## src/rtl/nibble_add_sched.sv

```systemverilog
// Two-requester WIDTH-bit adder built around one shared 4-bit ripple adder.
// Round-robin grant, one nibble per cycle, result held on a valid/ready port.
module nibble_add_sched #(
   parameter int unsigned WIDTH = 16
) (
   input  logic             clk,
   input  logic             rst_n,
   input  logic             req0_valid,
   output logic             req0_ready,
   input  logic [WIDTH-1:0] req0_a,
   input  logic [WIDTH-1:0] req0_b,
   input  logic             req1_valid,
   output logic             req1_ready,
   input  logic [WIDTH-1:0] req1_a,
   input  logic [WIDTH-1:0] req1_b,
   output logic             rsp_valid,
   input  logic             rsp_ready,
   output logic             rsp_id,
   output logic [WIDTH-1:0] rsp_sum,
   output logic             rsp_cout,
   output logic             busy
);

   localparam int unsigned NIB  = WIDTH / 4;
   localparam int unsigned CntW = (NIB > 1) ? $clog2(NIB) : 1;

   typedef enum logic [1:0] {StIdle, StAdd, StDone} state_e;

   state_e           state_q, state_d;
   logic [WIDTH-1:0] a_q, a_d, b_q, b_d, sum_q, sum_d;
   logic [CntW-1:0]  cnt_q, cnt_d;
   logic             id_q, id_d, cout_q, cout_d, carry_q, carry_d;
   logic             ptr_q, ptr_d, served_q, served_d;
   logic             gnt0, gnt1;
   logic [3:0]       nib_a, nib_b, nib_s;
   logic             nib_co;

   // REQ0 wins a tie before anyone has been served, or when REQ1 was served last.
   always_comb begin
      gnt0 = req0_valid && (!req1_valid || !served_q || ptr_q);
      gnt1 = req1_valid && !gnt0;
   end

   assign req0_ready = (state_q == StIdle) && gnt0;
   assign req1_ready = (state_q == StIdle) && gnt1;

   always_comb begin
      nib_a = '0;
      nib_b = '0;
      for (int k = 0; k < NIB; k++) begin
         if (cnt_q == CntW'(k)) begin
            nib_a = a_q[4*k +: 4];
            nib_b = b_q[4*k +: 4];
         end
      end
   end

   always_comb begin : ripple
      logic c;
      c = carry_q;
      nib_s = '0;
      for (int i = 0; i < 4; i++) begin
         nib_s[i] = nib_a[i] ^ nib_b[i] ^ c;
         c        = (nib_a[i] & nib_b[i]) | (c & (nib_a[i] ^ nib_b[i]));
      end
      nib_co = c;
   end

   always_comb begin
      state_d  = state_q;
      a_d      = a_q;
      b_d      = b_q;
      sum_d    = sum_q;
      cnt_d    = cnt_q;
      id_d     = id_q;
      cout_d   = cout_q;
      carry_d  = carry_q;
      ptr_d    = ptr_q;
      served_d = served_q;
      case (state_q)
         StIdle: begin
            if (gnt0 || gnt1) begin
               a_d      = gnt1 ? req1_a : req0_a;
               b_d      = gnt1 ? req1_b : req0_b;
               id_d     = gnt1;
               ptr_d    = gnt1;
               served_d = 1'b1;
               carry_d  = 1'b0;
               cnt_d    = '0;
               state_d  = StAdd;
            end
         end
         StAdd: begin
            for (int k = 0; k < NIB; k++) begin
               if (cnt_q == CntW'(k)) sum_d[4*k +: 4] = nib_s;
            end
            carry_d = nib_co;
            cnt_d   = cnt_q + 1'b1;
            if (cnt_q == CntW'(NIB - 1)) begin
               cnt_d   = '0;
               cout_d  = nib_co;
               state_d = StDone;
            end
         end
         StDone: begin
            if (rsp_ready) state_d = StIdle;
         end
         default: state_d = StIdle;
      endcase
   end

   always_ff @(posedge clk or negedge rst_n) begin
      if (!rst_n) begin
         state_q  <= StIdle;
         a_q      <= '0;
         b_q      <= '0;
         sum_q    <= '0;
         cnt_q    <= '0;
         id_q     <= 1'b0;
         cout_q   <= 1'b0;
         carry_q  <= 1'b0;
         ptr_q    <= 1'b0;
         served_q <= 1'b0;
      end else begin
         state_q  <= state_d;
         a_q      <= a_d;
         b_q      <= b_d;
         sum_q    <= sum_d;
         cnt_q    <= cnt_d;
         id_q     <= id_d;
         cout_q   <= cout_d;
         carry_q  <= carry_d;
         ptr_q    <= ptr_d;
         served_q <= served_d;
      end
   end

   assign rsp_valid = (state_q == StDone);
   assign busy      = (state_q != StIdle);
   assign rsp_sum   = sum_q;
   assign rsp_cout  = cout_q;
   assign rsp_id    = id_q;

endmodule

```

## config.mk

```make
export PLATFORM = sky130hd
export DESIGN_NAME = nibble_add_sched
export DESIGN_NICKNAME = d
export VERILOG_FILES = /design/src/rtl/nibble_add_sched.sv
export SDC_FILE = /design/constraint.sdc
export NUM_CORES = 1
export LEC_CHECK = 0
export ABC_CLOCK_PERIOD_IN_PS = 4500
export CORE_ASPECT_RATIO = 1.1
export CORE_MARGIN = 2
export CORE_UTILIZATION = 27
export DETAILED_ROUTE_END_ITERATION = 7
export GPL_TIMING_DRIVEN = 0
export HOLD_SLACK_MARGIN = 0.06
export PLACE_DENSITY = 0.57
export SYNTH_ARGS = -nofsm -noshare
export SYNTH_HDL_FRONTEND = slang
export SYNTH_SLANG_ARGS = --single-unit
```

## constraint.sdc

```tcl
create_clock -name clk -period 4.5 [get_ports clk]
set_input_delay 1.125 -clock clk [delete_from_list [all_inputs] [get_ports clk]]
set_output_delay 1.125 -clock clk [all_outputs]
set_load 0.05 [all_outputs]
```

==> impl_metrics.py <==
metrics = {
    "clock_tree": {
        "root_buffer": "clkbuf_16",
        "cts_sinks": 56,
        "cts_resized": 0,
        "clkLatencyLatePin_ns": 0.30,
        "cts_tree": "built",
        "numCtsBuffers": 5,
        "h-tree-depth": 2,
        "cts-hold-fix-buffers": 0,
        "cts_max_path_buffers": 2,
        "clkTransAtPathRegs_ns": 0.08,
        "postCtsSetupBuffers": 0,
    },
    "finish": {
        "drive_above_1_share": 0.107,
        "finalNetCount": 498,
        "num_antenna_cells": 0,
        "fill_cells": 1188,
        "synthToLayoutAreaGrowth_pct": 38.7,
    },
    "global_route": {
        "grt_first_pass_wirelength_mm": 17.1,
        "grt_max_degree": 37,
        "grt_use_met2": 0.289,
        "grt.total_usage": 0.171,
        "use_met3": 0.0257,
        "met1_usage": 0.224,
        "antenna_found_initial": 0,
        "grt.busiest_layer": "met2",
        "overflow": 0,
        "grt_pass1_vias": 3129,
    },
    "timing": {
        "finalWorstSetupSlack_ns": 0.662,
        "grt_setup_unrepaired": "no",
        "max_freq_ghz": 0.261,
        "max_slew_margin": 0.626,
        "hold_slack_ns": 0.492,
        "post-route-period-util": 0.853,
        "fin_crit_ns": 3.84,
        "tns_ns": 0,
        "finalSetupViolCount": 0,
        "worst_pin_slew_ns": 0.561,
        "finalHoldViolations": 0,
        "slew_violations": 0,
        "fin_skew_ns": 0.00856,
    },
    "pwr": {
        "power.density_mw_per_mm2": 747,
        "p_leak_uw": 0.00175,
        "power.switching_uw": 1600,
        "internal-power_uw": 1750,
        "swShare": 0.477,
        "pwr-share-seq": 0.268,
        "irDropWorstVdd_uv": 358,
        "p_clk_frac": 0.135,
        "p_comb_frac": 0.597,
    },
    "worst_setup_path": {
        "start_kind": "input pin",
        "critPathCaptureType": "output port",
        "cpMaxStageDelayCell": "clkdlybuf4s50_1",
        "cp_max_fo": 10,
        "path_buf_inv": 3,
        "cp.required_ns": 3.38,
        "criticalPathCategory": "input pin to output port",
        "crit_path_max_incr_delay_ns": 0.73,
        "cp.arrival_ns": 2.71,
        "path_cells": "buf_2 > buf_1 > a211oi_2 > clkdlybuf4s50_1",
        "crit_family": "buffers and inverters",
    },
    "synthesis": {
        "synthCells": 325,
        "yosysMostFrequentCell": "o2111ai_1",
        "syn_avg_cell_area_sq_um": 9.96,
        "synth_top_family_by_area": "compound AO/OA/AOI/OAI gates",
        "synth_seq_cells": 56,
        "synth-edff-count": 0,
        "synth.mux.area_fraction": 0.0591,
        "syn_area_sq_mm": 0.00324,
        "yosys.area_share.simple": 0.0831,
        "synth-async-reset-ratio": 1.00,
        "synthTopCellsByCount": "64 x o2111ai_1, 56 x dfrtp_1, 24 x nand3_1, 24 x o21ai_0, 20 x buf_2",
        "synth_nets": 402,
        "synth_seq_area_share": 0.433,
        "synth_adder_area_share": 0.0402,
        "synth_top_area_cell": "dfrtp_1",
        "synthDominantCellAreaShare": 0.433,
        "synth_cell_types": 28,
        "synth_ff_type": "dfrtp_1",
        "synth_compound_area_frac": 0.310,
        "synthTopCellsByArea": "dfrtp_1 43%, o2111ai_1 17%, mux2_1 5.9%",
        "synth_xor_area_frac": 0,
        "yosys_warnings": 0,
    },
    "run": {
        "drv_cap": 0,
    },
    "floorplan": {
        "num_io_pins": 91,
        "rows": 41,
        "core_area_sq_mm": 0.0116,
        "start_util": 0.279,
        "fp.dieH_um": 119,
        "die_w_um": 108,
        "die_area_sq_mm": 0.0129,
    },
    "route": {
        "dr.first_iter.drc_count": 246,
        "ant_nets": 0,
        "dr.pass1.iters": 4,
        "wl_per_cell_um": 19.0,
        "totalWireLength_mm": 10.9,
        "drc": 0,
        "drt-vias-per-instance": 5.51,
        "via_count": 3152,
    },
    "run_status": {
        "outcome": "complete, no violations",
    },
    "placed_design": {
        "dpl.hpwl_mm": 8.27,
        "dp_slack_ns": 0.701,
        "gp_congestion": 0.877,
        "port_buffers": 88,
    },
    "min_path": {
        "min_path_type": "flip-flop to flip-flop",
    },
}
[final timing paths]
| kind | to | start | slack (ns) | cells after the start |
|---|---|---|---|---|
| min reg2reg | served_q | served_q | 0.49 | 1 |
| max in group asynchronous | b_q[1] | rst_n | 3.14 | 2 |
| min in group asynchronous | state_q[1] | rst_n | 0.79 | 1 |
| max reg2reg | rsp_sum[7] | cnt_q[0] | 0.78 | 11 |
| max | req1_ready | req0_valid | 0.66 | 4 |
| min | served_q | served_q | 0.49 | 1 |
[kinds of logic (layout without fill, tap and decap cells)]
kind of cell / Yosys count / in the layout
AOI/OAI and AO/OA: 138 / 138
and+or+nand+nor: 51 / 51
DFF: 56 / 56
buffers and inverters: 55 / 152
muxes: 17 / 17
adders and majority gates: 8 / 8
[cell type report]
type	instances	area [sq um]	share of cell area
Buffer	42	194	0.0432
Inverter	13	48.8	0.0109
Clock buffer	5	125	0.0279
Timing Repair Buffer	89	896	0.200
Clock inverter	3	42.5	0.00948
Multi-Input combinational cell	214	1590	0.355
Tap cell	150	188	0.0418
Sequential cell	56	1400	0.312
[power by group through the flow]
| stage | Sequential, uW | Combinational [uW] | Clock, uW |
|---|---|---|---|
| 2_1_floorplan | 1140 | 1090 | 0 |
| 3_3_place_gp | 899 | 1990 | 0 |
| 3_5_place_dp | 908 | 2010 | 0 |
| 4_1_cts | 898 | 2020 | 458 |
| 5_1_grt | 926 | 2190 | 476 |
| 6_report | 900 | 2000 | 452 |
[cell usage in the layout, fill, tap and decap left out, types with 2 or more instances in the layout]
cell type	Yosys	final
fa_1	4	4
nor2_4	2	2
nand2_2	4	4
a22o_1	8	8
o211ai_1	8	8
ha_1	4	4
inv_1	10	10
mux2_1	17	17
nand2b_1	4	4
o21ai_0	24	24
buf_2	20	21
buf_4	3	3
buf_1	3	3
clkbuf_16	0	5
nand2_1	12	12
inv_2	3	3
o21ai_1	11	11
nand3_1	24	24
clkdlybuf4s50_1	0	87
a21oi_1	19	19
a211oi_2	2	2
clkbuf_1	16	16
o2111ai_1	64	64
nor2b_1	2	2
dfrtp_1	56	56
[registers in the layout, summed over array words and instances, names as in the netlist]
signal,cells
rsp_cout,1
cnt_q,2
carry_q,1
rsp_sum,16
ptr_q,1
state_q,2
a_q,16
b_q,16
served_q,1
[metrics by stage]
step | instance area (sq um) | instances | power (uW) | utilization
floorplan | 3240 | 325 | 2230 | -
global placement | 4310 | 563 | 2890 | 0.371
detailed placement | 4320 | 564 | 2920 | 0.373
CTS | 4490 | 572 | 3380 | 0.387
global route | 4490 | 572 | 3590 | 0.387
finish | 4490 | 572 | 3350 | 0.387
[per-layer routing]
| layer | vias to the layer above | routed length (um) |
|---|---|---|
| met5 | - | 0 |
| met4 | 0 | 185 |
| met3 | 14 | 634 |
| met2 | 113 | 5450 |
| met1 | 1561 | 4610 |
| li1 | 1464 | - |
Power figures use the tool's default switching activity.
